## config.mk

```make
export PLATFORM = sky130hd
export DESIGN_NAME = window_3x3
export DESIGN_NICKNAME = d
export VERILOG_FILES = /design/src/rtl/window_3x3.sv
export SDC_FILE = /design/constraint.sdc
export NUM_CORES = 1
export LEC_CHECK = 0
export BUFFER_PORTS_ARGS = -buffer_cell sky130_fd_sc_hd__buf_2
export CAP_MARGIN = 40
export CORE_UTILIZATION = 56
export DETAILED_ROUTE_END_ITERATION = 10
export PLACE_DENSITY = 0.82
export SKIP_CTS_REPAIR_TIMING = 1
export SYNTH_ARGS = -nofsm -noshare
export SYNTH_HDL_FRONTEND = slang
export SYNTH_SLANG_ARGS = --single-unit
export TNS_END_PERCENT = 1
```

## constraint.sdc

```tcl
create_clock -name clk -period 8.9 [get_ports clk]
set_clock_uncertainty 0.15 [all_clocks]
set_input_delay 2.67 -clock clk [delete_from_list [all_inputs] [get_ports clk]]
set_output_delay 2.67 -clock clk [all_outputs]
set_load 0.03 [all_outputs]
```

## src/rtl/window_3x3.sv

```systemverilog
// 3x3 sliding window over a raster pixel stream fed by two line buffers.
// Tracks pixel column/row and flags windows whose nine taps all lie in-frame.
module window_3x3 #(
  parameter int WIDTH = 8,
  parameter int IMG_W = 64,
  parameter int IMG_H = 64
) (
  input  logic                       clk,
  input  logic                       rst,
  input  logic                       en,
  input  logic                       sof,
  input  logic [WIDTH-1:0]           row0_in,
  input  logic [WIDTH-1:0]           row1_in,
  input  logic [WIDTH-1:0]           row2_in,
  output logic [9*WIDTH-1:0]         win_out,
  output logic                       win_valid,
  output logic [$clog2(IMG_W)-1:0]   x_pos,
  output logic [$clog2(IMG_H)-1:0]   y_pos,
  output logic                       frame_done,
  output logic                       sof_err
);

  localparam int CW = $clog2(IMG_W);
  localparam int RW = $clog2(IMG_H);

  typedef enum logic {IDLE, ACTIVE} state_t;

  state_t              state_q, state_d;
  logic [CW-1:0]       col_q, col_d;
  logic [RW-1:0]       row_q, row_d;
  logic [9*WIDTH-1:0]  taps_q, taps_d;
  logic                win_valid_q, win_valid_d;
  logic [CW-1:0]       x_q, x_d;
  logic [RW-1:0]       y_q, y_d;
  logic                frame_done_q, frame_done_d;
  logic                sof_err_q, sof_err_d;

  logic                accept;
  logic [CW-1:0]       pcol;
  logic [RW-1:0]       prow;
  logic                last_pix;
  logic [WIDTH-1:0]    new_tap [3];

  // sof always relabels the accepted pixel as (0,0), even mid-frame.
  assign accept   = en & (sof | (state_q == ACTIVE));
  assign pcol     = sof ? '0 : col_q;
  assign prow     = sof ? '0 : row_q;
  assign last_pix = (pcol == CW'(IMG_W - 1)) && (prow == RW'(IMG_H - 1));

  always_comb begin
    new_tap[0] = row2_in;
    new_tap[1] = row1_in;
    new_tap[2] = row0_in;
  end

  always_comb begin
    state_d      = state_q;
    col_d        = col_q;
    row_d        = row_q;
    taps_d       = taps_q;
    x_d          = x_q;
    y_d          = y_q;
    win_valid_d  = 1'b0;
    frame_done_d = 1'b0;
    sof_err_d    = 1'b0;
    if (accept) begin
      for (int r = 0; r < 3; r++) begin
        taps_d[(r*3+0)*WIDTH +: WIDTH] = taps_q[(r*3+1)*WIDTH +: WIDTH];
        taps_d[(r*3+1)*WIDTH +: WIDTH] = taps_q[(r*3+2)*WIDTH +: WIDTH];
        taps_d[(r*3+2)*WIDTH +: WIDTH] = new_tap[r];
      end
      sof_err_d = sof & (state_q == ACTIVE);
      // Columns 0-1 hold stale taps from the previous line; rows 0-1 see warm-up data.
      if ((pcol >= CW'(2)) && (prow >= RW'(2))) begin
        win_valid_d = 1'b1;
        x_d         = pcol - CW'(1);
        y_d         = prow - RW'(1);
      end
      if (last_pix) begin
        frame_done_d = 1'b1;
        col_d        = '0;
        row_d        = '0;
        state_d      = IDLE;
      end else begin
        state_d = ACTIVE;
        if (pcol == CW'(IMG_W - 1)) begin
          col_d = '0;
          row_d = prow + RW'(1);
        end else begin
          col_d = pcol + CW'(1);
          row_d = prow;
        end
      end
    end
  end

  always_ff @(posedge clk or posedge rst) begin
    if (rst) begin
      state_q      <= IDLE;
      col_q        <= '0;
      row_q        <= '0;
      taps_q       <= '0;
      win_valid_q  <= 1'b0;
      x_q          <= '0;
      y_q          <= '0;
      frame_done_q <= 1'b0;
      sof_err_q    <= 1'b0;
    end else begin
      state_q      <= state_d;
      col_q        <= col_d;
      row_q        <= row_d;
      taps_q       <= taps_d;
      win_valid_q  <= win_valid_d;
      x_q          <= x_d;
      y_q          <= y_d;
      frame_done_q <= frame_done_d;
      sof_err_q    <= sof_err_d;
    end
  end

  assign win_out    = taps_q;
  assign win_valid  = win_valid_q;
  assign x_pos      = x_q;
  assign y_pos      = y_q;
  assign frame_done = frame_done_q;
  assign sof_err    = sof_err_q;

endmodule
```

-- Word level (Yosys, flattened, before mapping)
Cells that the tools add are included.
- $add $sub $neg: 4
- $lt $le $gt $ge: 2
- equality and inequality tests: 2
- multiplexer cells: 12
- bitwise logic cells: 3
- reduce and logical (&&, ||, !) cells: 3
- operators with widths (operator ; number):
    2-to-1 mux 6 bit ; 6
    adder 6 x 1 -> 6 bit (second input constant) ; 2
    equality test 6 bit (second input constant) ; 2
    >= comparator 6 x 2 -> 1 bit (second input constant) ; 2
    subtractor 6 x 1 -> 6 bit (second input constant) ; 2
    2-to-1 mux 1 bit ; 6
    AND 1 bit ; 2
    logical AND 1 bit ; 2
    AND reduction 2 bit ; 1
    bitwise OR 1 bit ; 1
- register bits after elaboration: 100
- word-level logic and storage cells: 35

-- Longest topological paths before layout
Gate-level depths: netlist of the first run.
- depth after elaboration: 5
- gate-level depth with buffers: 9

-- Worst setup path before layout of the first run
Ideal clock, no wire load.
- path type: input to register
- start: input port sof
- end: register row_q[5]
- data arrival time: 4278 ps
- required time: 8681 ps
- slack: 4403 ps
- cell stages on the path: 8
- cells stage by stage: buf_2 buf_2 nor2b_1 ha_1 and4_1 nand4_1 or4_1 nand3_1
- cells in the longest elaborated chain, start to end: 4
- elaborated cells between the ends (all ways): 10
- those cells by class: add/sub: 1; eq/ne: 2; mux: 4; bitwise: 2; reduce/logical: 1
- ends and longest elaborated chain (item ; line ; source):
    start, declared ; 11 ; input logic sof,
    2-to-1 mux 6 bit, on equally long branches ; 47, 46 ;
    adder 6 x 1 -> 6 bit (tied with other cells) ; 88 ; row_d = prow + RW'(1);
    2-to-1 mux 6 bit / logical AND 1 bit (equally long branches) ; 86, 48 ;
    2-to-1 mux 6 bit ; 79 ; if (last_pix) begin
    end signal, assigned ; 111 ; row_q <= row_d;
    end, declared ; 30 ; logic [RW-1:0] row_q, row_d;
Several ways; a longest one is shown, not always the timed one.
A chain may end at the register's enable or synchronous reset.

-- Worst setup path after layout of the first run
- start: input port sof
- end: register x_q[3], in the netlist x_pos[3]
- cells in the longest elaborated chain, start to end: 4
- elaborated cells between the ends (all ways): 9
- those cells by class: add/sub: 1; order compare: 2; mux: 2; bitwise: 2; reduce/logical: 2
- ends and longest elaborated chain (item ; line ; source):
    2-to-1 mux 6 bit, on equally long branches ; 46, 47 ;
    >= comparator 6 x 2 -> 1 bit ; 74 ; if ((pcol >= CW'(2)) && (prow >= RW'(2))) begin
    logical AND 1 bit ; 74 ;
    AND reduction 2 bit (no source line) ; n/a ;
    end signal, assigned ; 104 ; x_q <= '0;
    end signal, assigned ; 114 ; x_q <= x_d;
    end, declared ; 33 ; logic [CW-1:0] x_q, x_d;
Several ways; a longest one is shown, not always the timed one.

==> key figures, run 1 <==
Floorplan
  • Initial cell density of the core: 58.8%
  • Chip Width: 89.8 um
  • Die Outline Area: 8060 sq um
  • Num ports: 115
  • Site row count: 31
  • Chip Height: 89.8 um
  • Placeable Area: 7330 sq um

Synth
  • Synthesized area per cell: 9.18 sq um
  • Dominant register cell in the synthesized netlist: sky130_fd_sc_hd__dfrtp_1
  • Post-Syn Instances: 470
  • Multiplexer share of the synthesized area: 3.92%
  • Synth unique cells: 40
  • Fraction of synthesis flops using an asynchronous set or reset pin: 100%
  • Cell Area, Synth: 4310 sq um
  • Top cells by area in the synthesized netlist: sky130_fd_sc_hd__dfrtp_1 58%, sky130_fd_sc_hd__nand2_1 20%, sky130_fd_sc_hd__mux2_4 2.4%, sky130_fd_sc_hd__ha_1 1.7%, sky130_fd_sc_hd__buf_2 1.2%
  • Number of storage elements in the synthesis netlist: 100
  • Adder and majority gate portion of the synthesized area: 1.74%
  • Dominant combinational cell family by area after synthesis: simple AND/OR/NAND/NOR gates
  • Most used standard cell by instance count after synthesis: sky130_fd_sc_hd__nand2_1
  • Post-synth top area cell: sky130_fd_sc_hd__dfrtp_1
  • Yosys warning count: 0
  • Number of enable flip-flop cells after synthesis: 0
  • Xor and xnor fraction of the mapped netlist area: 0.812%
  • Commonest cells in the synthesized netlist: 232 x sky130_fd_sc_hd__nand2_1, 100 x sky130_fd_sc_hd__dfrtp_1, 11 x sky130_fd_sc_hd__clkbuf_1, 10 x sky130_fd_sc_hd__buf_2, 10 x sky130_fd_sc_hd__nand3_1
  • Sequential cell area fraction in the yosys report: 58.0%
  • Share of Yosys cell area claimed by the top area cell type: 58.0%
  • Compound-Gate Fraction of Synth Area: 5.98%
  • Area share of and/or/nand/nor cells after synthesis: 25.8%
  • Synthesized Nets: 504

Global route
  • Largest net degree at the start of global routing: 88
  • Via count of the first global-routing pass: 3350
  • Wire length of the first global-routing pass: 15.9 mm
  • Antenna violations before repair: 0
  • GR Overflow Total: 0
  • Combined global-route utilization of all metal layers: 24.4%

Clock network
  • Number of levels the H-tree was split into: 3
  • Clock transition at the registers of the reported paths: 0.10 ns
  • CTS tree: built
  • Clock sink total: 100
  • Total CTS buffers: 9
  • Worst-case clock buffer depth: 2
  • Clk Latency, worst-skew pair: 0.36 ns
  • Clock Tree Root: sky130_fd_sc_hd__clkbuf_8

Power and ir drop
  • Pwr per Cell Area: 209 nW/um^2
  • Final Total Pwr: 1.07 mW
  • Reported leakage power: 2.90 nW
  • IR Drop Worst-Case VDD: 0.129 mV

Detailed routing
  • Number of DRC violations after detailed-routing iteration 0: 202
  • Top routing layer in use: met4
  • Post-route DRC: 0
  • Wire length on met3: 610 um
  • Average via count per standard cell: 5.18
  • Average wire per standard cell: 13.4 um
  • Number of iterations in the first detailed-routing pass: 4
  • Total Routed Length: 9.07 mm
  • Total number of vias: 3505
  • DRT met1 WL: 4.04 mm
  • Antenna viol nets, final: 0
  • Met2 Wirelength: 4.28 mm

STA
  • Maximum clock frequency: 207 MHz
  • Worst max-slew margin expressed relative to the limit: 42.8%
  • Final hold violation count: 0
  • Final Cycle Share: 54.3%
  • Sum Neg Setup Slack: 0 ns
  • RSZ-0062 raised after global routing: no
  • Transition time of the tightest slew-check pin: 0.857 ns
  • Final period demand of the worst path: 4.83 ns
  • Number of max-slew violations in the final report: 0
  • Setup violators final: 0
  • Smallest setup slack after layout: 4.07 ns

Worst setup path
  • Critical path's largest stage delay: 0.64 ns
  • Worst-path fanout max: 87
  • Type of element capturing the critical path: flop
  • Master of the slowest instance on the critical path: sky130_fd_sc_hd__buf_4
  • Worst R2R Setup Slack: 6.24 ns
  • Data required time of the worst path: 9.00 ns
  • Critical path start-end classification: primary input to flop
  • Kind of launch point of the worst setup path: primary input
  • Cells along the critical path: buf_2 > o21ai_4 > buf_4 > a21oi_1 > nand3_1 > mux2_2
  • Endpoint arrival time on the critical path: 4.93 ns

Run status
  • Run status: completed

Final layout
  • Fill cells: 571
  • Share of cells above drive strength 1: 25.1%
  • Ant. Diodes: 0
  • Area overhead of the layout relative to synthesis: 19.2%
  • Layout net count: 607

Placed design
  • Post-Place Setup Slack: 3.70 ns
  • Post-detailed-placement half-perimeter wirelength: 5.97 mm
  • Final estimated routing congestion in global placement: 0.905
  • Buffers on Ports: 114

Worst hold path
  • Hold Path Class: flop to flop

Job
  • Count of max-cap constraint violations: 0
worst paths after layout:
check,startpoint,to,depth (start not counted)
min,win_out[28]$_DFFE_PP0P_,win_out[28]$_DFFE_PP0P_,2
max,sof,x_pos[3]$_DFFE_PP0P_,6
min reg2reg,win_out[28]$_DFFE_PP0P_,win_out[28]$_DFFE_PP0P_,2
max in group asynchronous,rst,win_out[55]$_DFFE_PP0P_,3
min in group asynchronous,rst,win_out[56]$_DFFE_PP0P_,2
max reg2reg,state_q$_DFFE_PP0P_,x_pos[3]$_DFFE_PP0P_,5
sequential cells by signal (all words and copies together) (netlist names):
name        flops
state_q         1
row_q           6
win_valid       1
x_pos           6
frame_done      1
col_q           6
win_out        72
sof_err         1
y_pos           6
placed cells by master, fill, tap and decap left out, drive strengths merged, types with 2 or more instances in the layout:
master / n
xnor2: 4
o221ai: 2
nor4: 2
nor2: 5
and3: 3
nor2b: 5
a21o: 3
nor3: 5
clkinvlp: 2
buf: 117
and4: 2
clkbuf: 10
mux2i: 3
o21a: 3
nand4: 3
o31ai: 4
a31oi: 4
and2: 4
mux2: 10
nand2: 232
nand3: 10
a21oi: 6
dfrtp: 100
a41oi: 3
bufinv: 2
inv: 11
o21ai: 8
ha: 6
report_power, final:
group          internal (mW)  leakage [nW]  total (mW)  switching [mW]
clock                  0.161         0.105       0.318           0.157
combinational         0.0627          1.53       0.224           0.161
sequential             0.498          1.27       0.532          0.0335
final cells by class:
class                           instances  area (sq um)  area share, %
Multi-Input combinational cell        335          1660           32.3
Timing Repair Buffer                  117           593           11.5
Clock inverter                          6          95.1           1.85
Tap cell                               99           124           2.41
Clock buffer                           10           128           2.48
Inverter                               10          40.0          0.779
Sequential cell                       100          2500           48.7
metal layers:
layer  GRT usage, %  vias to the layer above
met1           32.9                     1651
met4           7.92                        0
met3           5.92                       18
met2           39.1                      116
met5              0                        -
li1               -                     1720
logic make-up after synthesis:
family | after synthesis
xor gates and xnor gates | 4
muxes | 13
and+or+nand+nor | 274
adders and majority gates | 6
buffers and inverters | 35
AOI/OAI and AO/OA | 38
DFF | 100
worst max-delay path, delay by kind of cell:
kind / cells / cell delay (ns)
buffers and inverters: 2 / 0.89
AOI/OAI and AO/OA: 2 / 0.31
muxes: 1 / 0.41
and+or+nand+nor: 1 / 0.63
through the flow:
stage / instances / hold slack [ns] / util [%] / cell area (sq um)
2_1_floorplan: 470 / 0.350 / - / 4310
3_3_place_gp: 661 / 0.303 / 67.1 / 4920
3_5_place_dp: 661 / 0.307 / 67.1 / 4920
4_1_cts: 677 / 0.333 / 70.1 / 5140
5_1_grt: 677 / 0.353 / 70.1 / 5140
6_report: 677 / 0.328 / 70.1 / 5140
(Power assumes the default switching activity.)
==> run 2, diff against run 1 <==
Settings changed: CORE_UTILIZATION 56 to 52, PLACE_DENSITY 0.82 to 0.77.
Clock period 8.9 ns to 5 ns, I/O delays scaled along.
==> key figures, run 2 (synthesis gave the netlist of run 1 again) <==
Floorplan
  • Placeable Area: 7890 sq um
  • Site row count: 32
  • Initial cell density of the core: 54.7%
  • Chip Width: 93.1 um
  • Die Outline Area: 8660 sq um
  • Num ports: 115
  • Chip Height: 93.1 um

Detailed routing
  • Average wire per standard cell: 13.6 um
  • Total number of vias: 3531
  • Number of DRC violations after detailed-routing iteration 0: 236
  • Total Routed Length: 9.29 mm
  • Antenna viol nets, final: 0
  • Average via count per standard cell: 5.19
  • Number of iterations in the first detailed-routing pass: 4
  • Post-route DRC: 0

Placed design
  • Post-Place Setup Slack: 1.11 ns
  • Area post-placement: 4940 sq um
  • Post-detailed-placement half-perimeter wirelength: 6.22 mm
  • Final estimated routing congestion in global placement: 0.840
  • Placed Cells: 665
  • Buffers on Ports: 114

Run status
  • Run status: completed

Worst setup path
  • Worst-path fanout max: 25
  • Cells along the critical path: buf_2 > nor2b_1 > inv_1 > ha_1 > nand2_1 > a21oi_1 > nand3_1 > mux2_4
  • Critical path's largest stage delay: 0.55 ns
  • Data required time of the worst path: 5.10 ns
  • Endpoint arrival time on the critical path: 3.61 ns
  • Critical path start-end classification: primary input to flop
  • Crit path buffers/inverters: 2
  • Kind of launch point of the worst setup path: primary input
  • Type of element capturing the critical path: flop
  • Master of the slowest instance on the critical path: sky130_fd_sc_hd__nand3_1
  • CP top delay family: simple AND/OR/NAND/NOR gates

Power and ir drop
  • Part of the total power dissipated in sequential elements: 50.6%
  • Combinational fraction of design power: 21.3%
  • IR Drop Worst-Case VDD: 0.195 mV
  • Switching portion of total power: 33.8%
  • Reported leakage power: 2.91 nW
  • Switching power: 633 uW
  • Final Total Pwr: 1.87 mW
  • Internal cell power: 1.24 mW
  • Pwr per Cell Area: 364 nW/um^2
  • Clock power frac: 28.1%

Final layout
  • Area overhead of the layout relative to synthesis: 19.3%
  • Final cell utilization of the core: 65.2%
  • Share of cells above drive strength 1: 25.4%
  • Most common cell after layout, fill and taps aside: sky130_fd_sc_hd__nand2_1
  • Layout net count: 608
  • Layout Cells excl Fill: 681
  • Cell area after layout: 5140 sq um
  • Leading cell types in the layout, fill and taps excluded: 232 x sky130_fd_sc_hd__nand2_1, 114 x sky130_fd_sc_hd__buf_2, 100 x sky130_fd_sc_hd__dfrtp_1
  • Ant. Diodes: 0
  • Flip-flop count of the largest register after layout: 72

STA
  • Sum Neg Setup Slack: 0 ns
  • Smallest setup slack after layout: 1.49 ns
  • Hold WS: 0.323 ns
  • Final period demand of the worst path: 3.51 ns
  • RSZ-0062 raised after global routing: no
  • Worst max-slew margin expressed relative to the limit: 43.8%
  • Final hold violation count: 0
  • Transition time of the tightest slew-check pin: 0.843 ns
  • Maximum clock frequency: 285 MHz
  • Number of max-slew violations in the final report: 0
  • Final Cycle Share: 70.2%
  • Setup violators final: 0

Clock network
  • CTS tree: built
  • Clk Latency, worst-skew pair: 0.36 ns
  • Clock Tree Root: sky130_fd_sc_hd__clkbuf_8
  • Clock sink total: 100
  • Worst-case clock buffer depth: 2
  • Total CTS buffers: 9
  • Number of levels the H-tree was split into: 3
  • Clock transition at the registers of the reported paths: 0.09 ns

Global route
  • Wire length of the first global-routing pass: 15.7 mm
  • Combined global-route utilization of all metal layers: 23.0%
  • Via count of the first global-routing pass: 3287
  • GR Overflow Total: 0
  • Antenna violations before repair: 0
  • Largest net degree at the start of global routing: 87

Worst hold path
  • Hold Path Class: flop to flop

Job
  • Count of max-cap constraint violations: 0
[run 2: cell count changes in the layout (fill, tap and decap cells not counted), sizes merged]
cell	delta
clkinvlp	-1
clkbuf	-1
inv	+2
clkinv	+1
buf	+1
bufinv	-1
[run 2: area by class of cell]
| class | count | area (sq um) |
|---|---|---|
| Clock inverter | 7 | 77.6 |
| Inverter | 10 | 40.0 |
| Clock buffer | 9 | 124 |
| Fill cell | 697 | 2740 |
| Tap cell | 102 | 128 |
| Multi-Input combinational cell | 335 | 1660 |
| Sequential cell | 100 | 2500 |
| Timing Repair Buffer | 118 | 613 |
[run 2: final timing paths]
path / from / endpoint / slack (ns) / cells after the start
max: sof / y_pos[1]$_DFFE_PP0P_ / 1.49 / 8
min: win_out[50]$_DFFE_PP0P_ / win_out[50]$_DFFE_PP0P_ / 0.32 / 2
max reg2reg: row_q[0]$_DFFE_PP0P_ / x_pos[5]$_DFFE_PP0P_ / 2.40 / 8
min reg2reg: win_out[50]$_DFFE_PP0P_ / win_out[50]$_DFFE_PP0P_ / 0.32 / 2
max in group asynchronous: rst / state_q$_DFFE_PP0P_ / 2.77 / 4
min in group asynchronous: rst / x_pos[0]$_DFFE_PP0P_ / 1.07 / 2
[run 2: power groups by stage]
stage	combinational, mW	sequential (mW)	clock (mW)
6_report	0.399	0.947	0.525
5_1_grt	0.435	0.959	0.572
4_1_cts	0.404	0.946	0.544
3_5_place_dp	0.404	0.961	0
3_3_place_gp	0.393	0.958	0
2_1_floorplan	0.134	1.10	0
[run 2: per-layer routing]
metal  routed length, um  share of wire [%]  GRT usage [%]  vias up
li1                    -                  -              -     1719
met4                 187                2.0           11.9        0
met5                   0                  0              0        -
met1                4020                 43           31.2     1676
met2                4500                 48           34.7      121
met3                 589                6.3           5.04       15
[run 2: worst register-to-register path, delay by kind of cell (launching register included)]
family                     cells  cell delay (ns)
muxes                          1             0.41
buffers and inverters          2             0.21
and+or+nand+nor                4             1.08
DFF                            1             0.44
adders and majority gates      1             0.20
==> run 3, diff against run 2 <==
Settings changed: ABC_AREA from default to 1, CORE_UTILIZATION 52 to 48, PLACE_DENSITY 0.77 to 0.74.
Clock period 5 ns to 3.1 ns, I/O delays scaled along.
==> key figures, run 3 <==
Run status
  • Run status: completed

Final layout
  • Layout net count: 645
  • Layout Cells excl Fill: 724
  • Ant. Diodes: 0
  • Final cell utilization of the core: 59.4%
  • Most common cell after layout, fill and taps aside: sky130_fd_sc_hd__nand2_1
  • Cell area after layout: 5250 sq um
  • Area overhead of the layout relative to synthesis: 18.4%
  • Flip-flop count of the largest register after layout: 72
  • Leading cell types in the layout, fill and taps excluded: 192 x sky130_fd_sc_hd__nand2_1, 114 x sky130_fd_sc_hd__buf_2, 100 x sky130_fd_sc_hd__dfrtp_1
  • Share of cells above drive strength 1: 27.8%

Worst setup path
  • Worst-path fanout max: 10
  • Worst-case reg-to-reg path depth: 12
  • Critical path start-end classification: primary input to flop
  • Type of element capturing the critical path: flop
  • Data required time of the worst path: 3.21 ns
  • Beginning of the worst register-to-register path: row_q[0]$_DFFE_PP0P_
  • Endpoint of the most critical register-to-register path: row_q[5]$_DFFE_PP0P_
  • Worst R2R Setup Slack: 1.18 ns
  • Kind of launch point of the worst setup path: primary input
  • Endpoint arrival time on the critical path: 2.56 ns

Detailed routing
  • Number of iterations in the first detailed-routing pass: 6
  • Average via count per standard cell: 4.86
  • Number of DRC violations after detailed-routing iteration 0: 119
  • Total Routed Length: 9.07 mm
  • Post-route DRC: 0
  • Antenna viol nets, final: 0
  • Total number of vias: 3518
  • Average wire per standard cell: 12.5 um

Worst hold path
  • Worst Min Path Start: y_pos[5]$_DFFE_PP0P_
  • Hold Path Class: flop to flop
  • Number of instances on the worst hold path: 2
  • Worst min-delay path endpoint: y_pos[5]$_DFFE_PP0P_

Placed design
  • Post-detailed-placement half-perimeter wirelength: 6.34 mm
  • Buffers on Ports: 114
  • Final estimated routing congestion in global placement: 0.834
  • Post-Place Setup Slack: 0.254 ns
  • Area post-placement: 5080 sq um
  • Placed Cells: 708

Power and ir drop
  • Part of the total power dissipated in sequential elements: 46.2%
  • Pwr per Cell Area: 703 nW/um^2
  • Switching power: 1.50 mW
  • Internal cell power: 2.19 mW
  • Combinational fraction of design power: 33.2%
  • Final Total Pwr: 3.69 mW
  • Reported leakage power: 2.91 nW
  • IR Drop Worst-Case VDD: 0.376 mV
  • Switching portion of total power: 40.7%
  • Clock power frac: 20.6%

Synth
  • Synthesized Nets: 535
  • Post-synth top area cell: sky130_fd_sc_hd__dfrtp_1
  • Adder and majority gate portion of the synthesized area: 1.69%
  • Post-Syn Instances: 501
  • Area share of and/or/nand/nor cells after synthesis: 24.9%
  • Synth unique cells: 31
  • Synthesized area per cell: 8.85 sq um
  • Cell Area, Synth: 4440 sq um
  • Fraction of synthesis flops using an asynchronous set or reset pin: 100%
  • Commonest cells in the synthesized netlist: 193 x sky130_fd_sc_hd__nand2_1, 100 x sky130_fd_sc_hd__dfrtp_1, 57 x sky130_fd_sc_hd__o21ai_0, 47 x sky130_fd_sc_hd__inv_1, 16 x sky130_fd_sc_hd__nor2_1
  • Sequential cell area fraction in the yosys report: 56.4%
  • Xor and xnor fraction of the mapped netlist area: 1.78%
  • Number of storage elements in the synthesis netlist: 100
  • Dominant combinational cell family by area after synthesis: simple AND/OR/NAND/NOR gates
  • Yosys warning count: 0
  • Most used standard cell by instance count after synthesis: sky130_fd_sc_hd__nand2_1
  • Multiplexer share of the synthesized area: 0%
  • Share of Yosys cell area claimed by the top area cell type: 56.4%
  • Number of enable flip-flop cells after synthesis: 0
  • Top cells by area in the synthesized netlist: sky130_fd_sc_hd__dfrtp_1 56%, sky130_fd_sc_hd__nand2_1 16%, sky130_fd_sc_hd__o21ai_0 6.4%, sky130_fd_sc_hd__inv_1 4.0%, sky130_fd_sc_hd__ha_1 1.7%
  • Compound-Gate Fraction of Synth Area: 7.70%
  • Dominant register cell in the synthesized netlist: sky130_fd_sc_hd__dfrtp_1

Global route
  • Antenna violations before repair: 0
  • Via count of the first global-routing pass: 3279
  • Largest net degree at the start of global routing: 67
  • Combined global-route utilization of all metal layers: 19.9%
  • Wire length of the first global-routing pass: 15.3 mm
  • GR Overflow Total: 0

STA
  • RSZ-0062 raised after global routing: no
  • Setup violators final: 0
  • Sum Neg Setup Slack: 0 ns
  • Final hold violation count: 0
  • Transition time of the tightest slew-check pin: 0.435 ns
  • Number of max-slew violations in the final report: 0
  • Hold WS: 0.338 ns
  • Worst max-slew margin expressed relative to the limit: 70.8%
  • Final period demand of the worst path: 2.45 ns
  • Smallest setup slack after layout: 0.649 ns
  • Maximum clock frequency: 408 MHz
  • Final Cycle Share: 79.1%

Clock network
  • Clk Latency, worst-skew pair: 0.36 ns
  • Clock sink total: 100
  • Clock transition at the registers of the reported paths: 0.10 ns
  • CTS tree: built
  • Total CTS buffers: 9
  • Worst-case clock buffer depth: 2
  • Clock Tree Root: sky130_fd_sc_hd__clkbuf_8
  • Number of levels the H-tree was split into: 3

Floorplan
  • Die Outline Area: 9630 sq um
  • Initial cell density of the core: 50.1%
  • Placeable Area: 8850 sq um
  • Site row count: 34
  • Chip Height: 98.1 um
  • Chip Width: 98.1 um
  • Num ports: 115

Job
  • Count of max-cap constraint violations: 0
-- run 3: changes by cell type after synthesis, moves of 5 or more --
cell / change
sky130_fd_sc_hd__nand2_2: +10
sky130_fd_sc_hd__clkbuf_1: -7
sky130_fd_sc_hd__nor2_1: +11
sky130_fd_sc_hd__a21oi_1: -5
sky130_fd_sc_hd__inv_1: +38
sky130_fd_sc_hd__o21ai_0: +50
sky130_fd_sc_hd__nor2b_1: -5
sky130_fd_sc_hd__mux2_4: -7
sky130_fd_sc_hd__xor2_1: +7
sky130_fd_sc_hd__nand2_1: -39
-- run 3: worst max-delay path by stage --
stage | slack, ns | endpoint | cells after the start | from
after detailed placement | 0.25 | row_q[5]$_DFFE_PP0P_ | 14 | sof
after CTS | 0.66 | row_q[5]$_DFFE_PP0P_ | 14 | sof
after global placement | 0.39 | row_q[0]$_DFFE_PP0P_ | 14 | sof
final | 0.65 | row_q[5]$_DFFE_PP0P_ | 14 | sof
after floorplan | 0.61 | row_q[0]$_DFFE_PP0P_ | 14 | sof
after global routing | 0.51 | col_q[5]$_DFFE_PP0P_ | 12 | sof
-- run 3: layout make-up --
type	instances	area [sq um]
Clock buffer	10	128
Tap cell	108	135
Fill cell	815	3590
Sequential cell	100	2500
Timing Repair Buffer	119	633
Inverter	52	206
Clock inverter	6	47.5
Multi-Input combinational cell	329	1600
-- run 3: kinds of logic after synthesis --
logic type | after synthesis
fa+ha+maj | 6
xor+xnor | 9
flops | 100
compound gates | 66
simple gates | 248
buf+inv | 72
-- run 3: routing by layer --
layer  up-vias  track usage [%]  part of all wire, %
li1       1767                -                    -
met1      1654             25.7                   45
met2        89             31.8                   47
met3         8             6.51                  6.9
met4         0             6.66                 0.66
met5         -                0                    0
-- run 3: worst max-delay path, cell delays in order --
cell                      delay, ns
sky130_fd_sc_hd__buf_2         0.22
sky130_fd_sc_hd__inv_8         0.14
sky130_fd_sc_hd__nand2_1       0.15
sky130_fd_sc_hd__inv_1         0.17
sky130_fd_sc_hd__ha_1          0.20
sky130_fd_sc_hd__nand2_1       0.06
sky130_fd_sc_hd__nor2_1        0.16
sky130_fd_sc_hd__inv_1         0.10
sky130_fd_sc_hd__nor2_1        0.12
sky130_fd_sc_hd__nand2_2       0.07
sky130_fd_sc_hd__nand2_2       0.08
sky130_fd_sc_hd__inv_1         0.06
sky130_fd_sc_hd__nand2_1       0.06
sky130_fd_sc_hd__nand2_1       0.05
-- run 3: power by group through the flow --
| stage | registers, mW | logic [mW] | clock network, mW |
|---|---|---|---|
| after floorplan | 2.22 | 0.373 | 0 |
| after global placement | 1.72 | 1.22 | 0 |
| after detailed placement | 1.73 | 1.24 | 0 |
| after CTS | 1.71 | 1.24 | 0.789 |
| after global routing | 1.74 | 1.33 | 0.832 |
| final | 1.71 | 1.23 | 0.760 |
